<file path="src/rtl/sdram_port_arbiter.sv">
// Two-client round-robin front end for the single sdram_controller request/ack port.
// One transaction in flight; commands latched at grant, acks and read data registered.
module sdram_port_arbiter #(
    parameter int unsigned ADDR_W         = 22,
    parameter int unsigned DATA_W         = 128,
    parameter int unsigned TIMEOUT_CYCLES = 4096
) (
    input  logic              iclk,
    input  logic              ireset_n,
    input  logic              c0_req,
    input  logic              c0_we,
    input  logic [ADDR_W-1:0] c0_addr,
    input  logic [DATA_W-1:0] c0_wdata,
    output logic              c0_ack,
    output logic [DATA_W-1:0] c0_rdata,
    input  logic              c1_req,
    input  logic              c1_we,
    input  logic [ADDR_W-1:0] c1_addr,
    input  logic [DATA_W-1:0] c1_wdata,
    output logic              c1_ack,
    output logic [DATA_W-1:0] c1_rdata,
    output logic              owrite_req,
    output logic              oread_req,
    output logic [ADDR_W-1:0] oaddress,
    output logic [DATA_W-1:0] owdata,
    input  logic              iwrite_ack,
    input  logic              iread_ack,
    input  logic [DATA_W-1:0] iread_data,
    output logic [1:0]        ogrant,
    output logic              otimeout
);

    localparam int unsigned     CntW    = $clog2(TIMEOUT_CYCLES + 1);
    localparam logic [CntW-1:0] CntLast = CntW'(TIMEOUT_CYCLES - 1);

    typedef enum logic [1:0] {StIdle, StIssue, StWaitRel} state_e;

    state_e            state_q, state_d;
    logic              ptr_q, ptr_d;      // client favoured when both request
    logic              owner_q, owner_d;
    logic              we_q, we_d;
    logic [ADDR_W-1:0] addr_q, addr_d;
    logic [DATA_W-1:0] wdata_q, wdata_d;
    logic              wr_req_q, wr_req_d;
    logic              rd_req_q, rd_req_d;
    logic [1:0]        grant_q, grant_d;
    logic              ack0_q, ack0_d;
    logic              ack1_q, ack1_d;
    logic [DATA_W-1:0] rdata0_q, rdata0_d;
    logic [DATA_W-1:0] rdata1_q, rdata1_d;
    logic              timeout_q, timeout_d;
    logic [CntW-1:0]   cnt_q, cnt_d;
    logic              win;
    logic              matched;

    always_comb begin
        state_d   = state_q;
        ptr_d     = ptr_q;
        owner_d   = owner_q;
        we_d      = we_q;
        addr_d    = addr_q;
        wdata_d   = wdata_q;
        wr_req_d  = wr_req_q;
        rd_req_d  = rd_req_q;
        grant_d   = grant_q;
        ack0_d    = 1'b0;
        ack1_d    = 1'b0;
        rdata0_d  = rdata0_q;
        rdata1_d  = rdata1_q;
        timeout_d = timeout_q;
        cnt_d     = cnt_q;
        win       = (c0_req && c1_req) ? ptr_q : c1_req;
        matched   = we_q ? iwrite_ack : iread_ack;

        unique case (state_q)
            StIdle: begin
                if (c0_req || c1_req) begin
                    owner_d  = win;
                    we_d     = win ? c1_we : c0_we;
                    addr_d   = win ? c1_addr : c0_addr;
                    wdata_d  = win ? c1_wdata : c0_wdata;
                    wr_req_d = win ? c1_we : c0_we;
                    rd_req_d = win ? ~c1_we : ~c0_we;
                    grant_d  = win ? 2'b10 : 2'b01;
                    cnt_d    = '0;
                    state_d  = StIssue;
                end
            end
            StIssue: begin
                if (matched || cnt_q == CntLast) begin
                    wr_req_d = 1'b0;
                    rd_req_d = 1'b0;
                    ack0_d   = ~owner_q;
                    ack1_d   = owner_q;
                    state_d  = StWaitRel;
                    // A real ack wins over a timeout landing on the same cycle.
                    if (matched) begin
                        if (!we_q && !owner_q) rdata0_d = iread_data;
                        if (!we_q && owner_q)  rdata1_d = iread_data;
                    end else begin
                        timeout_d = 1'b1;
                    end
                end else begin
                    cnt_d = cnt_q + CntW'(1);
                end
            end
            StWaitRel: begin
                if (!iwrite_ack && !iread_ack) begin
                    grant_d = 2'b00;
                    ptr_d   = ~owner_q;
                    state_d = StIdle;
                end
            end
            default: state_d = StIdle;
        endcase
    end

    always_ff @(posedge iclk or negedge ireset_n) begin
        if (!ireset_n) begin
            state_q   <= StIdle;
            ptr_q     <= 1'b0;
            owner_q   <= 1'b0;
            we_q      <= 1'b0;
            addr_q    <= '0;
            wdata_q   <= '0;
            wr_req_q  <= 1'b0;
            rd_req_q  <= 1'b0;
            grant_q   <= 2'b00;
            ack0_q    <= 1'b0;
            ack1_q    <= 1'b0;
            rdata0_q  <= '0;
            rdata1_q  <= '0;
            timeout_q <= 1'b0;
            cnt_q     <= '0;
        end else begin
            state_q   <= state_d;
            ptr_q     <= ptr_d;
            owner_q   <= owner_d;
            we_q      <= we_d;
            addr_q    <= addr_d;
            wdata_q   <= wdata_d;
            wr_req_q  <= wr_req_d;
            rd_req_q  <= rd_req_d;
            grant_q   <= grant_d;
            ack0_q    <= ack0_d;
            ack1_q    <= ack1_d;
            rdata0_q  <= rdata0_d;
            rdata1_q  <= rdata1_d;
            timeout_q <= timeout_d;
            cnt_q     <= cnt_d;
        end
    end

    assign owrite_req = wr_req_q;
    assign oread_req  = rd_req_q;
    assign oaddress   = addr_q;
    assign owdata     = wdata_q;
    assign ogrant     = grant_q;
    assign otimeout   = timeout_q;
    assign c0_ack     = ack0_q;
    assign c1_ack     = ack1_q;
    assign c0_rdata   = rdata0_q;
    assign c1_rdata   = rdata1_q;

endmodule

</file>
<file path="config.mk">
export PLATFORM = sky130hd
export DESIGN_NAME = sdram_port_arbiter
export DESIGN_NICKNAME = d
export VERILOG_FILES = /design/src/rtl/sdram_port_arbiter.sv
export SDC_FILE = /design/constraint.sdc
export NUM_CORES = 1
export LEC_CHECK = 0
export CAP_MARGIN = 30
export CORE_AREA = 2 2 330 332
export DETAILED_ROUTE_END_ITERATION = 10
export DIE_AREA = 0 0 332 334
export PLACE_DENSITY_LB_ADDON = 0.12
export SYNTH_ARGS = -nofsm -noshare
export SYNTH_HDL_FRONTEND = slang
export SYNTH_SLANG_ARGS = --single-unit
</file>
<file path="constraint.sdc">
create_clock -name iclk -period 4.99 [get_ports iclk]
set_input_delay 0.998 -clock iclk [delete_from_list [all_inputs] [get_ports iclk]]
set_output_delay 0.998 -clock iclk [all_outputs]
set_load 0.05 [all_outputs]
</file>
==> results.py, run 1 <==
metrics = {
    "cts": {
        "ctsResizeCount": 0,
        "tritoncts": "yes",
        "cts_root_buf": "clkbuf_16",
        "clk_latency_ps": 640,
        "cts_sinks": 431,
        "cts-htree-levels": 2,
        "post-cts-setup-buffers": 0,
        "clockBufferDepth": 3,
        "clkTransAtPathRegs_ps": 60,
        "holdBufCountCts": 0,
        "numCtsBuffers": 57,
    },
    "worst_setup_path": {
        "cp.required_ps": 3990,
        "rr_worst_depth": 4,
        "r2r_end": "c0_rdata[71]$_DFFE_PN0P_",
        "crit_buf_inv": 1,
        "critPathTopFamily": "buffers and inverters",
        "rr_startpoint": "state_q[1]$_DFFE_PN0P_",
        "path_class": "flip-flop to output port",
        "cp_max_fo": 2,
        "worstPathCellList": "clkdlybuf4s50_1",
        "start_kind": "flip-flop",
        "endpoint_kind": "output port",
        "cp.arrival_ps": 2140,
        "max_stage_delay_ps": 1090,
        "slowest_stage": "clkdlybuf4s50_1",
        "rrSetupSlack_ps": 2520,
    },
    "status": {
        "status": "complete, no violations",
    },
    "sta": {
        "setup_violations": 0,
        "slew_headroom": 0.219,
        "hold-worst-slack_ps": 424,
        "fmax_ghz": 0.318,
        "post-route-period-util": 0.630,
        "rsz0062_at_grt": "false",
        "final_max_slew_viol_count": 0,
        "tightest_slew_ps": 1170,
        "fin_skew_ps": 15.0,
        "hold_viol_final": 0,
        "setup-tns-final_ps": 0,
        "min_period_ps": 3140,
    },
    "floorplanning": {
        "die_y_um": 334,
        "start_util": 0.156,
        "io_pins": 849,
        "fp.dieArea_sq_um": 111000,
        "die_w_um": 332,
        "fp.coreArea_sq_um": 108000,
        "num_rows": 121,
    },
    "yosys": {
        "synth_ff_type": "dfrtp_1",
        "yosysSeqAreaShare": 0.643,
        "synth_top_area_cell": "dfrtp_1",
        "synthTopCellsByArea": "dfrtp_1 64%, mux2_2 17%, a222oi_1 8.9%",
        "synth.avg_cell_area_sq_um": 14.3,
        "syn_nets": 1611,
        "synth_seq_cells": 431,
        "synth_area_sq_um": 16800,
        "ys_warn_count": 0,
        "ys_top_cells_by_count": "431 x dfrtp_1, 257 x mux2_2, 157 x inv_1",
        "syn_inst": 1174,
        "synth_most_common_cell": "dfrtp_1",
        "synthArstFlopShare": 1.00,
        "synth-edff-count": 0,
        "synth.top_cell.area_share": 0.643,
        "synth.distinct_cells": 38,
    },
    "place": {
        "port_buffers": 848,
        "placed_cell_area_sq_um": 27000,
        "dp_hpwl_um": 58000,
        "place_congestion": 0.802,
    },
    "grt": {
        "grt.total_usage": 0.134,
        "antenna_found_initial": 23,
        "overflow": 0,
        "grt_pass1_vias": 14700,
        "grt_max_degree": 157,
        "grt_pass1_wl_um": 110000,
    },
    "flow_run": {
        "max_cap_viol_count": 0,
    },
    "finish": {
        "area_delta_synth_final_pct": 72.1,
        "final_util": 0.268,
        "design_area_sq_um": 28900,
        "fin_nets": 2459,
        "drive_above_1_share": 0.184,
    },
    "power": {
        "finalPower_mw": 23.9,
        "p_per_area_nw_per_um2": 826,
        "peakVddDrop_mv": 0.341,
        "leakage_nw": 12.3,
    },
    "route": {
        "wl_um": 76700,
        "drt_iter0_drc": 891,
        "ant_nets": 0,
        "vias": 13700,
        "wl_per_cell_um": 22.0,
        "post_drt_via_cell_ratio": 3.93,
        "drcViolationCount": 0,
        "dr.pass1.iters": 9,
    },
    "hold_path": {
        "worstHoldPathType": "input pin to asynchronous set/reset pin",
    },
}
-- per-stage QoR --
| stage | setup WS (ps) | std cells |
|---|---|---|
| final | 1850 | 3486 |
| after global routing | 1740 | 3483 |
| after CTS | 1760 | 3478 |
| after detailed placement | 1620 | 3377 |
| after global placement | 1440 | 3375 |
| after floorplan | 2680 | 1174 |
-- kinds of logic (layout without fill, tap and decap cells) --
group | count (synthesis) | in the layout | synth area share
compound gates | 187 | 187 | 0.103
other cells | 0 | 8 | 0
fa+ha+maj | 1 | 1 | 0.000745
flops | 431 | 431 | 0.643
mux | 260 | 260 | 0.175
simple gates | 55 | 55 | 0.0176
buf+inv | 240 | 1130 | 0.0615
-- metal layers --
metal | track usage | part of all wire
met5 | 0 | 0.0025
met4 | 0.0576 | 0.039
met3 | 0.0618 | 0.10
met2 | 0.236 | 0.50
met1 | 0.137 | 0.35
-- placed cells by master (no fill, tap or decap), drive strengths merged, types with 2 or more instances in the layout --
cell type      netlist  final
diode                0      8
or3                  3      3
a21o                 5      5
nor2                11     11
a21oi                4      4
o21bai               2      2
nand2b               3      3
and3                 4      4
a222oi             150    150
clkinv               0      9
nand2                9      9
buf                 74     25
mux2i                2      2
clkbuf               9     88
o21ai               19     19
bufinv               0      2
or2                  2      2
nand3                8      8
inv                157    158
mux2               258    258
dfrtp              431    431
clkdlybuf4s50        0    847
nor2b                3      3
nor3                 7      7
-- worst max-delay path by stage --
stage | start | end | cells after the start
2_1_floorplan | iread_ack | cnt_q[11]$_DFFE_PN0P_ | 7
3_3_place_gp | c0_req | owdata[69]$_DFFE_PN0P_ | 7
3_5_place_dp | c1_req | cnt_q[3]$_DFFE_PN0P_ | 8
4_1_cts | owdata[81]$_DFFE_PN0P_ | owdata[81] | 1
5_1_grt | owdata[79]$_DFFE_PN0P_ | owdata[79] | 1
6_report | owdata[81]$_DFFE_PN0P_ | owdata[81] | 1
-- layout make-up --
| class | instances | area (sq um) |
|---|---|---|
| Antenna cell | 8 | 20.0 |
| Clock buffer | 88 | 1740 |
| Clock inverter | 13 | 148 |
| Fill cell | 11300 | 78900 |
| Inverter | 157 | 589 |
| Multi-Input combinational cell | 503 | 4990 |
| Sequential cell | 431 | 10800 |
| Tap cell | 1414 | 1770 |
| Timing Repair Buffer | 872 | 8830 |
-- report_power, final --
group / switching (mW) / total [mW] / internal [mW] / leakage, nW
registers: 0.944 / 6.14 / 5.20 / 5.27
logic: 8.84 / 13.6 / 4.72 / 6.08
clock network: 1.67 / 4.16 / 2.49 / 0.935
total: 11.4 / 23.9 / 12.4 / 12.3
-- state kept, by name, indices dropped and copies added (netlist names), 2 cells and up --
signal and count:
ogrant 2, c0_rdata 128, owdata 128, c1_rdata 128, cnt_q 13, oaddress 22, state_q 2
Power figures use the tool's default switching activity.
==> run 2: changes to the inputs <==
==> constraint.sdc (replaced) <==
create_clock -name iclk -period 2.8 [get_ports iclk]
set_input_delay 0.56 -clock iclk [delete_from_list [all_inputs] [get_ports iclk]]
set_output_delay 0.56 -clock iclk [all_outputs]
set_load 0.05 [all_outputs]
==> run 2 against run 1 <==
  * Clock skew rose by 5.7 ps
  * Flip-flop and latch count did not move
  * Worst setup slack got worse by 1600 ps
  * Largest power group unchanged
  * Global-route usage barely moved
  * Routed wire length rose by 0.11%
  * Count of clock-buffer cells in the layout fell by 11
  * Final cell count rose by 0.66%
  * Via count fell by 0.93%
  * Register-to-register slack got worse by 1800 ps
==> results.py, run 2 (synthesis results as in run 1) <==
metrics = {
    "sta": {
        "slew_headroom": 0.505,
        "tightest_slew_ps": 740,
        "finalWorstSetupSlack_ps": 215,
        "hold_viol_final": 0,
        "setup_violations": 0,
        "post-route-period-util": 0.923,
        "rsz0062_at_grt": "false",
        "fin_skew_ps": 20.7,
        "fmax_ghz": 0.387,
        "min_period_ps": 2580,
        "setup-tns-final_ps": 0,
        "hold-worst-slack_ps": 421,
        "final_max_slew_viol_count": 0,
    },
    "power": {
        "finalPower_mw": 42.6,
        "combPwrFrac": 0.572,
        "switching_share": 0.480,
        "clock_power_share": 0.171,
        "peakVddDrop_mv": 0.651,
        "leakage_nw": 12.4,
        "p_int_mw": 22.1,
        "p_seq_frac": 0.257,
        "p_per_area_nw_per_um2": 1460,
        "p_switching_mw": 20.5,
    },
    "grt": {
        "grt_pass1_vias": 14700,
        "grt.total_usage": 0.135,
        "overflow": 0,
        "antenna_found_initial": 20,
        "grt_pass1_wl_um": 109000,
        "grt_max_degree": 112,
    },
    "worst_setup_path": {
        "setup.worst_path.start": "owdata[76]$_DFFE_PN0P_",
        "crit_buf_inv": 1,
        "r2r_end": "cnt_q[5]$_DFFE_PN0P_",
        "cp.depth": 1,
        "cp.required_ps": 2240,
        "worstPathCellList": "clkdlybuf4s50_1",
        "slowest_stage": "clkdlybuf4s50_1",
        "rr_startpoint": "cnt_q[0]$_DFFE_PN0P_",
        "rrSetupSlack_ps": 710,
        "max_stage_delay_ps": 950,
        "start_kind": "flip-flop",
        "rr_worst_depth": 6,
        "path_class": "flip-flop to output port",
        "cp_max_fo": 2,
        "critPathTopFamily": "buffers and inverters",
        "setup.worst_path.end": "owdata[76]",
        "endpoint_kind": "output port",
        "cp.arrival_ps": 2020,
    },
    "place": {
        "dp_hpwl_um": 59800,
        "place_congestion": 0.802,
        "placed_cell_area_sq_um": 27200,
        "post-place-ws_ps": 288,
        "port_buffers": 848,
        "dpl.cell_count": 3403,
    },
    "floorplanning": {
        "fp.coreArea_sq_um": 108000,
        "io_pins": 849,
        "die_y_um": 334,
        "start_util": 0.156,
        "num_rows": 121,
        "die_w_um": 332,
        "fp.dieArea_sq_um": 111000,
    },
    "cts": {
        "cts_sinks": 431,
        "clk_latency_ps": 650,
        "post-cts-setup-buffers": 0,
        "tritoncts": "yes",
        "numCtsBuffers": 57,
        "clockBufferDepth": 3,
        "cts-htree-levels": 2,
        "cts_root_buf": "clkbuf_16",
        "clkTransAtPathRegs_ps": 60,
    },
    "finish": {
        "final_common_cell": "clkdlybuf4s50_1",
        "area_delta_synth_final_pct": 73.5,
        "final_util": 0.270,
        "fin_nets": 2486,
        "drive_above_1_share": 0.199,
        "mostFrequentLayoutCells": "836 x clkdlybuf4s50_1, 431 x dfrtp_1, 257 x mux2_2",
        "design_area_sq_um": 29100,
        "final_cells": 3509,
    },
    "route": {
        "drcViolationCount": 0,
        "vias": 13600,
        "ant_nets": 0,
        "post_drt_via_cell_ratio": 3.86,
        "dr.pass1.iters": 9,
        "wl_um": 76800,
        "wl_per_cell_um": 21.9,
        "drt_iter0_drc": 958,
    },
    "hold_path": {
        "worstHoldPathType": "input pin to asynchronous set/reset pin",
    },
    "status": {
        "status": "complete, no violations",
    },
    "flow_run": {
        "max_cap_viol_count": 0,
    },
}
## run 2: timing repair
action,4_1_cts,5_1_grt
hold endpoints to repair,29,0
hold buffers,1,0
resized for setup,0,0
setup endpoints to repair,0,0
## run 2: worst min-delay path by stage
stage | cells after the start | slack (ps) | from | to
6_report | 2 | 420 | ireset_n | owdata[14]$_DFFE_PN0P_
3_3_place_gp | 1 | 480 | cnt_q[9]$_DFFE_PN0P_ | cnt_q[9]$_DFFE_PN0P_
4_1_cts | 2 | 400 | ireset_n | owdata[14]$_DFFE_PN0P_
2_1_floorplan | 0 | 260 | ireset_n | c0_ack$_DFF_PN0_
3_5_place_dp | 1 | 480 | cnt_q[9]$_DFFE_PN0P_ | cnt_q[9]$_DFFE_PN0P_
5_1_grt | 2 | 400 | ireset_n | owdata[14]$_DFFE_PN0P_
## run 2: cell type report
type,count,area [sq um]
Antenna cell,7,17.5
Clock buffer,77,1610
Clock inverter,21,234
Fill cell,11200,78700
Inverter,157,589
Multi-Input combinational cell,503,4990
Sequential cell,431,10800
Tap cell,1414,1770
Timing Repair Buffer,899,9110
## run 2: worst register-to-register path, cell delays in order (launching register included)
cell and delay [ps]:
dfrtp_1 400, ha_1 250, and3_1 240, and4bb_2 310
nand2b_1 310, or3_1 410, o21ai_0 90
## run 2: layer usage
metal,up-vias,global-route usage,part of all wire
met1,6690,0.138,0.35
met4,22,0.0657,0.044
met2,626,0.235,0.50
met3,128,0.0589,0.10
li1,6096,-,-
met5,-,0,0.0018
## run 2: power by group through the flow
| stage | clock, mW | sequential [mW] | combinational [mW] |
|---|---|---|---|
| floorplan | 0 | 21.1 | 4.77 |
| global placement | 0 | 11.0 | 24.6 |
| detailed placement | 0 | 11.1 | 24.7 |
| CTS | 7.65 | 11.0 | 24.7 |
| global route | 7.91 | 11.4 | 25.3 |
| finish | 7.30 | 10.9 | 24.4 |
